<file path="config.mk">
export PLATFORM = sky130hd
export DESIGN_NAME = g_stage_ctrl
export DESIGN_NICKNAME = d
export VERILOG_FILES = /design/src/rtl/g_stage_ctrl.sv
export SDC_FILE = /design/constraint.sdc
export NUM_CORES = 1
export LEC_CHECK = 0
export BUFFER_PORTS_ARGS = -buffer_cell sky130_fd_sc_hd__clkbuf_2
export CAP_MARGIN = 20
export CORE_MARGIN = 2
export CORE_UTILIZATION = 45
export DETAILED_ROUTE_END_ITERATION = 8
export GPL_ROUTABILITY_DRIVEN = 0
export PLACE_DENSITY_LB_ADDON = 0.12
export SYNTH_ARGS = -nofsm -noshare
export SYNTH_HDL_FRONTEND = slang
export SYNTH_SLANG_ARGS = --single-unit
export TNS_END_PERCENT = 5
</file>
<file path="constraint.sdc">
create_clock -name clk_i -period 3.7 [get_ports clk_i]
set_clock_uncertainty 0.1 [all_clocks]
set_input_delay 0 -clock clk_i [delete_from_list [all_inputs] [get_ports clk_i]]
set_output_delay 0 -clock clk_i [all_outputs]
set_load 0.02 [all_outputs]
</file>
<file path="src/rtl/g_stage_ctrl.sv">
// g_stage_ctrl: sequences one polar-decoder g layer. Reads LLR pairs
// (base+k, base+k+P) for k = 0..P-1, queues the returned r1/r2 with the
// partial-sum bit b in a 2-entry FIFO, and streams the external g-unit
// result out with its pair index.
//
// Handshake: a result transfers on a cycle where out_valid_o and
// out_ready_i are both 1. While out_valid_o=1 the head (operands, data,
// index) stays put until that transfer happens. Memory reads are issued
// only when the FIFO is guaranteed room for the returning data, so no
// back-pressure is ever needed on the read-data side.
module g_stage_ctrl #(
   parameter int bitwidth  = 7,
   parameter int MAX_LOG_N = 5,
   parameter int AW        = 8
) (
   input  logic                                 clk_i,
   input  logic                                 rst_i,
   input  logic                                 start_i,
   input  logic [$clog2(MAX_LOG_N+1)-1:0]       log_len_i,
   input  logic [AW-1:0]                        base_i,
   input  logic [2**(MAX_LOG_N-1)-1:0]          psum_i,
   output logic                                 busy_o,
   output logic                                 done_o,
   output logic                                 err_o,
   output logic                                 rd_en_o,
   output logic [AW-1:0]                        rd_addr_a_o,
   output logic [AW-1:0]                        rd_addr_b_o,
   input  logic [bitwidth-1:0]                  rd_data_a_i,
   input  logic [bitwidth-1:0]                  rd_data_b_i,
   output logic [bitwidth-1:0]                  g_r1_o,
   output logic [bitwidth-1:0]                  g_r2_o,
   output logic                                 g_b_o,
   input  logic [bitwidth-1:0]                  g_res_i,
   output logic                                 out_valid_o,
   input  logic                                 out_ready_i,
   output logic [bitwidth-1:0]                  out_data_o,
   output logic [MAX_LOG_N-2:0]                 out_idx_o,
   output logic [1:0]                           dbg_state_o
);

   localparam int LW = $clog2(MAX_LOG_N+1);
   localparam int PW = 2**(MAX_LOG_N-1);
   localparam int KW = MAX_LOG_N-1;

   typedef enum logic [1:0] {
      S_IDLE  = 2'd0,
      S_RUN   = 2'd1,
      S_DRAIN = 2'd2
   } state_t;

   state_t            state_q, state_d;
   logic              done_q, done_d;
   logic              err_q, err_d;

   logic [AW-1:0]     base_q;
   logic [LW-1:0]     len_q;
   logic [PW-1:0]     psum_q;
   logic [KW-1:0]     rd_k_q;
   logic              pend_q;
   logic [KW-1:0]     pend_k_q;

   logic [bitwidth-1:0] r1_q [2];
   logic [bitwidth-1:0] r2_q [2];
   logic                b_q  [2];
   logic [KW-1:0]       k_q  [2];
   logic                wr_ptr_q, rd_ptr_q;
   logic [1:0]          cnt_q;

   logic [MAX_LOG_N-1:0] pair_oh;
   logic [KW-1:0]        last_k;
   logic                 len_legal;
   logic                 start_acc;
   logic                 fifo_valid;
   logic                 pop;
   logic                 rd_room;
   logic                 rd_en;

   // P = 2^(n-1) as a one-hot value; last pair index is P-1 (wraps in KW bits for P = 2^KW)
   assign pair_oh    = MAX_LOG_N'(1) << (len_q - LW'(1));
   assign last_k     = KW'(pair_oh - MAX_LOG_N'(1));
   assign len_legal  = (log_len_i != '0) && (log_len_i <= LW'(MAX_LOG_N));
   assign start_acc  = (state_q == S_IDLE) && start_i && len_legal;
   assign fifo_valid = (cnt_q != 2'd0);
   assign pop        = fifo_valid && out_ready_i && !rst_i;
   // occupancy + in-flight - same-cycle pop must stay below 2 before another read
   assign rd_room    = ({1'b0, cnt_q} + {2'b00, pend_q}) < (3'd2 + {2'b00, pop});
   assign rd_en      = (state_q == S_RUN) && rd_room && !rst_i;

   // FSM state register plus the registered done/err pulses
   always_ff @(posedge clk_i) begin
      if (rst_i) begin
         state_q <= S_IDLE;
         done_q  <= 1'b0;
         err_q   <= 1'b0;
      end else begin
         state_q <= state_d;
         done_q  <= done_d;
         err_q   <= err_d;
      end
   end

   // Next-state logic: RUN until the last read issues, DRAIN until the last pop
   always_comb begin
      state_d = state_q;
      done_d  = 1'b0;
      err_d   = 1'b0;
      case (state_q)
         S_IDLE: begin
            if (start_i) begin
               if (len_legal) state_d = S_RUN;
               else           err_d   = 1'b1;
            end
         end
         S_RUN: begin
            if (rd_en && (rd_k_q == last_k)) state_d = S_DRAIN;
         end
         S_DRAIN: begin
            if (pop && (k_q[rd_ptr_q] == last_k)) begin
               state_d = S_IDLE;
               done_d  = 1'b1;
            end
         end
         default: state_d = S_IDLE;
      endcase
   end

   // Layer parameters, read counter, in-flight tracking and the result FIFO
   always_ff @(posedge clk_i) begin
      if (rst_i) begin
         base_q   <= '0;
         len_q    <= '0;
         psum_q   <= '0;
         rd_k_q   <= '0;
         pend_q   <= 1'b0;
         pend_k_q <= '0;
         wr_ptr_q <= 1'b0;
         rd_ptr_q <= 1'b0;
         cnt_q    <= 2'd0;
         for (int i = 0; i < 2; i++) begin
            r1_q[i] <= '0;
            r2_q[i] <= '0;
            b_q[i]  <= 1'b0;
            k_q[i]  <= '0;
         end
      end else begin
         if (start_acc) begin
            base_q <= base_i;
            len_q  <= log_len_i;
            psum_q <= psum_i;
            rd_k_q <= '0;
         end else if (rd_en) begin
            rd_k_q <= rd_k_q + KW'(1);
         end
         pend_q <= rd_en;
         if (rd_en) pend_k_q <= rd_k_q;
         if (pend_q) begin
            r1_q[wr_ptr_q] <= rd_data_a_i;
            r2_q[wr_ptr_q] <= rd_data_b_i;
            b_q[wr_ptr_q]  <= psum_q[pend_k_q];
            k_q[wr_ptr_q]  <= pend_k_q;
            wr_ptr_q       <= ~wr_ptr_q;
         end
         if (pop) rd_ptr_q <= ~rd_ptr_q;
         cnt_q <= cnt_q + {1'b0, pend_q} - {1'b0, pop};
      end
   end

   // Outputs are forced to zero whenever nothing valid is being presented
   always_comb begin
      busy_o      = (state_q != S_IDLE) && !rst_i;
      done_o      = done_q && !rst_i;
      err_o       = err_q && !rst_i;
      rd_en_o     = rd_en;
      rd_addr_a_o = '0;
      rd_addr_b_o = '0;
      out_valid_o = fifo_valid && !rst_i;
      g_r1_o      = '0;
      g_r2_o      = '0;
      g_b_o       = 1'b0;
      out_data_o  = '0;
      out_idx_o   = '0;
      dbg_state_o = state_q;
      if (rd_en) begin
         rd_addr_a_o = base_q + AW'(rd_k_q);
         rd_addr_b_o = base_q + AW'(rd_k_q) + AW'(pair_oh);
      end
      if (fifo_valid && !rst_i) begin
         g_r1_o     = r1_q[rd_ptr_q];
         g_r2_o     = r2_q[rd_ptr_q];
         g_b_o      = b_q[rd_ptr_q];
         out_data_o = g_res_i;
         out_idx_o  = k_q[rd_ptr_q];
      end
   end

endmodule

</file>
Word level (Yosys, flattened, before mapping)

Memories as Yosys holds them, arrays and structs flattened. A register that Yosys moved wholly into a read port is not among the register bits.
Cells that the tools add are included.

Register bits: 44
Input bits: 52
Output and inout bits: 49
Bits in writable memories: 38
Memories: 4

Memory list:

| name | words | bits a word | read ports | clocked after Yosys merged registers in | wr ports | line | text |
|---|---|---|---|---|---|---|---|
| r1_q | 2     | 7           | 1          | 1                                       | 2        | 62   | `logic [bitwidth-1:0] r1_q [2];` |
| r2_q | 2     | 7           | 1          | 1                                       | 2        | 63   | `logic [bitwidth-1:0] r2_q [2];` |
| k_q  | 2     | 4           | 1          | 1                                       | 2        | 65   | `logic [KW-1:0] k_q [2];` |
| b_q  | 2     | 1           | 1          | 1                                       | 2        | 64   | `logic b_q [2];` |

Bitwise operators: 5
Shift operators: 1
Muxes and demuxes: 41
Equality and inequality tests: 8
Reduce and logical (&&, ||, !) cells: 26
Add/sub/neg operators: 9
Order comparisons: 3

Operators by type and width:

| operator              | count |
|---|---|
| $mux W7               | 5 |
| $mux W1               | 26 |
| $mux W8               | 2 |
| $reduce_or A7 Y1      | 2 |
| $logic_and A1 B1 Y1   | 13 |
| $add A8 B4 Y8         | 1 |
| $add A8 B5 Y8         | 1 |
| $eq A4 B4 Y1          | 2 |
| $mux W2               | 4 |
| $mux W4               | 2 |
| $ne A2 B2 Y1 const B  | 3 |
| $pmux W2 S3           | 1 |
| $lt A4 B5 Y1 const B  | 1 |
| $not A1 Y1            | 5 |
| $shl A1 B3 Y5 const A | 1 |
| $add A4 B1 Y4 const B | 1 |
| $bmux W1 S4           | 1 |
| $reduce_and A4 Y1     | 1 |
| $reduce_bool A2 Y1    | 2 |
| $reduce_or A2 Y1      | 2 |
| $reduce_or A4 Y1      | 1 |
| $sub A4 B1 Y4 const B | 1 |
| $add A2 B1 Y3         | 1 |
| $add A2 B1 Y3 const A | 1 |
| 13 further kinds      | 13 |

Logic depth before layout (Yosys ltp)

Depth in word-level cells: 10
Depth in mapped cells: 11

Least setup slack after synthesis

Ideal clock, no wire load.

Kind: flip-flop to output port
From: reg rd_k_q[0]
To: out rd_addr_b_o[5]
Data required time: 3.600 ns
Cell stages (with the launch flop): 12
Path slack: 0.878 ns
Arrival time: 2.722 ns
Path through: dfxtp_1 > ha_1 > fa_1 > a21o_1 > a21oi_1 > xnor2_1 > ha_1 > o21a_1 > nor2_1 > a21o_1 > nor2_1 > nor3b_1

Longest elaborated chain between the ends: 3

RTL lines:

| item                   | line | text |
|---|---|---|
| from (decl)            | 58   | `logic [KW-1:0] rd_k_q;` |
| from (signal assigned) | 152  | `rd_k_q <= rd_k_q + KW'(1);` |
| $add A8 B4 Y8          | 185  | `rd_addr_b_o = base_q + AW'(rd_k_q) + AW'(pair_oh);` |
| $add A8 B5 Y8          | 185  |  |
| $mux W8                | 183  | `if (rd_en) begin` |
| to (decl)              | 27   | `output logic [AW-1:0] rd_addr_b_o,` |

No other way between the ends.

Final worst setup path

From: reg rd_k_q[0]
To: out rd_addr_b_o[7]

The elaborated chain is that of the path after synthesis.

==> flow_metrics.env <==
export IMPL_status="completed"
export IMPL_powerDensity_mw_per_mm2=365.4
export IMPL_cts_tree="built"
export IMPL_clk_latency_ns=0.35
export IMPL_grt_use_total=0.1904
export IMPL_maxCapViolations=0
export IMPL_antennaDiodeCount=0
export IMPL_synth_area_mm2=0.004347
export IMPL_grt_pass1_wl_um=15420
export IMPL_r2r_start="pend_q$_SDFF_PP0_"
export IMPL_die_x_um=102.3
export IMPL_remaining_drc_errors=0
export IMPL_cts_max_level=3
export IMPL_grt_pass1_vias=3311
export IMPL_core_mm2=0.009328
export IMPL_cp_end_kind="output port"
export IMPL_critical_path_class="reg -> out"
export IMPL_final_layout_size_suffix_gt1_frac=0.2334
export IMPL_hold_path_class="in -> reg"
export IMPL_worst_r2r_path_depth=7
export IMPL_clk_pin_slew_ns=0.08
export IMPL_worstSetupEndpoint="rd_addr_b_o[7]"
export IMPL_io_buffer_count=100
export IMPL_required_ns=3.60
export IMPL_p_sw_w=0.0005933
export IMPL_synth_distinct_cells=53
export IMPL_setup_tns_final_ns=0
export IMPL_finalNetCount=650
export IMPL_rsz0062_at_grt="no"
export IMPL_io_pins=101
export IMPL_r2r_setup_slack_ns=1.23
export IMPL_synth_fp_nets=516
export IMPL_power_leakage_nw=2.372
export IMPL_finalPower_w=0.002027
export IMPL_vias_per_cell=4.892
export IMPL_wl_per_cell_um=13.40
export IMPL_drtIter0Drc=77
export IMPL_grt_start_max_net_pins=50
export IMPL_numCtsBuffers=9
export IMPL_synthArstFlopShare=0
export IMPL_start_util=0.4660
export IMPL_startpoint="rd_k_q[0]$_SDFFE_PP0P_"
export IMPL_fmax_ghz=0.3014
export IMPL_ys_seq_area_frac=0.4698
export IMPL_synth_ff_type="dfxtp_1"
export IMPL_row_count=35
export IMPL_pwr_share_comb=0.190
export IMPL_r2r_end="dbg_state_o[0]$_SDFFE_PP0P_"
export IMPL_layout_common_cells="clkbuf_2 (100), nand2_1 (63), and2_1 (45), dfxtp_1 (45), dlygate4sd3_1 (44)"
export IMPL_seqPwrFrac=0.520
export IMPL_clock_sinks=83
export IMPL_cts_hold_buf=44
export IMPL_hold_violations=0
export IMPL_root_buffer="clkbuf_8"
export IMPL_setup_viol=0
export IMPL_arrival_ns=3.22
export IMPL_p_int_w=0.001434
export IMPL_post_route_period_util=0.8969
export IMPL_num_fill_cells=844
export IMPL_antenna_found_initial=0
export IMPL_cts_repair_resized=0
export IMPL_area_growth_pct=27.63
export IMPL_drtPass1Iterations=4
export IMPL_ant_nets=0
export IMPL_layout_commonest_cell="clkbuf_2"
export IMPL_vias=3503
export IMPL_fin_crit_ns=3.318
export IMPL_worstMarginPinSlew_ns=0.9116
export IMPL_finalWirelength_um=9595
export IMPL_path_max_fanout=6
export IMPL_synth_seq_cells=83
export IMPL_slew_viol_final=0
export IMPL_ir_worst_vdd_uv=183.1
export IMPL_slew_headroom=0.3906
export IMPL_hp_start="rst_i"
export IMPL_clockBufferDepth=2
export IMPL_yosysWarnings=0
export IMPL_post_dp_hpwl_um=6600
export IMPL_p_sw_frac=0.2927
export IMPL_synth_edf_count=38
export IMPL_p_clk_frac=0.290
export IMPL_synth_area_per_cell_um2=9.702
export IMPL_cts_setup_buffers=0
export IMPL_grt_overflow=0
export IMPL_die_area_mm2=0.01046
export IMPL_synth_cells=448
export IMPL_die_h_um=102.3
export IMPL_setup_worst_path_start_class="flop"
power groups by stage:
stage	Clock, W	Sequential, W	Combinational, W
5_1_grt	0.000647	0.00106	0.000431
3_5_place_dp	0	0.00108	0.000349
6_report	0.000589	0.00105	0.000385
3_3_place_gp	0	0.00107	0.000345
4_1_cts	0.000603	0.00105	0.000388
2_1_floorplan	0	0.00106	0.000255
cells by family (layout without fill, tap and decap cells):
family	after synthesis	count (layout)	synth area share
and+or+nand+nor	195	195	0.2219
DFF	83	83	0.4698
AOI/OAI and AO/OA	63	63	0.08866
buffers and inverters	40	179	0.03914
muxes	27	27	0.07858
xor gates and xnor gates	22	22	0.04749
adders and majority gates	18	18	0.05440
metrics by stage:
step	instance area [µm²]	setup slack [ns]	instances	util	hold WS (ns)
global route	5548	0.1905	716	0.5948	0.1277
detailed placement	4931	0.7654	656	0.5286	0.1292
CTS	5548	0.3707	716	0.5948	0.1016
finish	5548	0.3816	716	0.5948	0.1061
global placement	4931	0.8359	656	0.5286	0.1242
floorplan	4347	0.8776	448	-	0.03596
cell type report:
class | count | area, µm² | area share
Clock inverter | 6 | 48.80 | 0.008796
Tap cell | 129 | 161.4 | 0.02909
Timing Repair Buffer | 148 | 970.9 | 0.1750
Clock buffer | 10 | 127.6 | 0.02300
Multi-Input combinational cell | 325 | 2141 | 0.3859
Inverter | 15 | 56.30 | 0.01015
Sequential cell | 83 | 2042 | 0.3681
synthesized netlist by cell type (all sizes together) (2+ instances only):
cell,instances,area share
o21bai,2,0.0035
edfxtp,38,0.26
a21o,3,0.0052
fa,2,0.0092
dfxtp,45,0.21
nor3b,3,0.0063
o21a,4,0.0069
nand2,64,0.056
and2,47,0.068
nand2b,2,0.0029
mux4,5,0.028
maj3,2,0.0049
a211oi,3,0.0063
buf,11,0.014
nor2,41,0.035
a21oi,37,0.043
mux2i,21,0.048
or3,3,0.0043
or2,3,0.0043
o21ai,7,0.0081
xor2,4,0.0081
clkbuf,14,0.012
inv,15,0.013
ha,14,0.040
nor2b,5,0.0072
nand3,8,0.0092
nor3,10,0.012
xnor2,17,0.034
and3,7,0.010
flip-flops by register name (all words and copies together), names as in the netlist, 2 cells and up, named ones only:
register,count
r1_q,14
pend_k_q,4
r2_q,14
dbg_state_o,2
cnt_q,2
base_q,8
psum_q,16
k_q,8
len_q,3
b_q,2
rd_k_q,4
per-layer routing:
layer | wire, µm | vias to the layer above | GRT usage
met1 | 4391 | 1606 | 0.2463
met5 | 0 | - | 0
met2 | 4665 | 94 | 0.3259
li1 | - | 1792 | -
met4 | 129 | 0 | 0.07179
met3 | 408 | 11 | 0.02531
worst max-delay path: stages (launching register included):
cell and delay, ns:
dfxtp_1 0.39, ha_1 0.26, fa_1 0.41, a21o_1 0.19, a21oi_1 0.24, xnor2_1 0.13
ha_1 0.34, o21a_1 0.13, nor2_1 0.05, a21o_1 0.19, a211oi_2 0.17, mux2i_1 0.20
clkbuf_2 0.18
worst min path at each step:
| stage | slack (ns) | to | depth (start not counted) |
|---|---|---|---|
| floorplan | 0.04 | psum_q[1]$_SDFFE_PP0P_ | 2 |
| global placement | 0.12 | psum_q[14]$_SDFFE_PP0P_ | 3 |
| detailed placement | 0.13 | psum_q[9]$_SDFFE_PP0P_ | 3 |
| CTS | 0.10 | rd_ptr_q$_SDFFE_PP0P_ | 5 |
| global route | 0.13 | wr_ptr_q$_SDFFE_PP0P_ | 3 |
| finish | 0.11 | rd_ptr_q$_SDFFE_PP0P_ | 3 |
(Power assumes the default switching activity.)
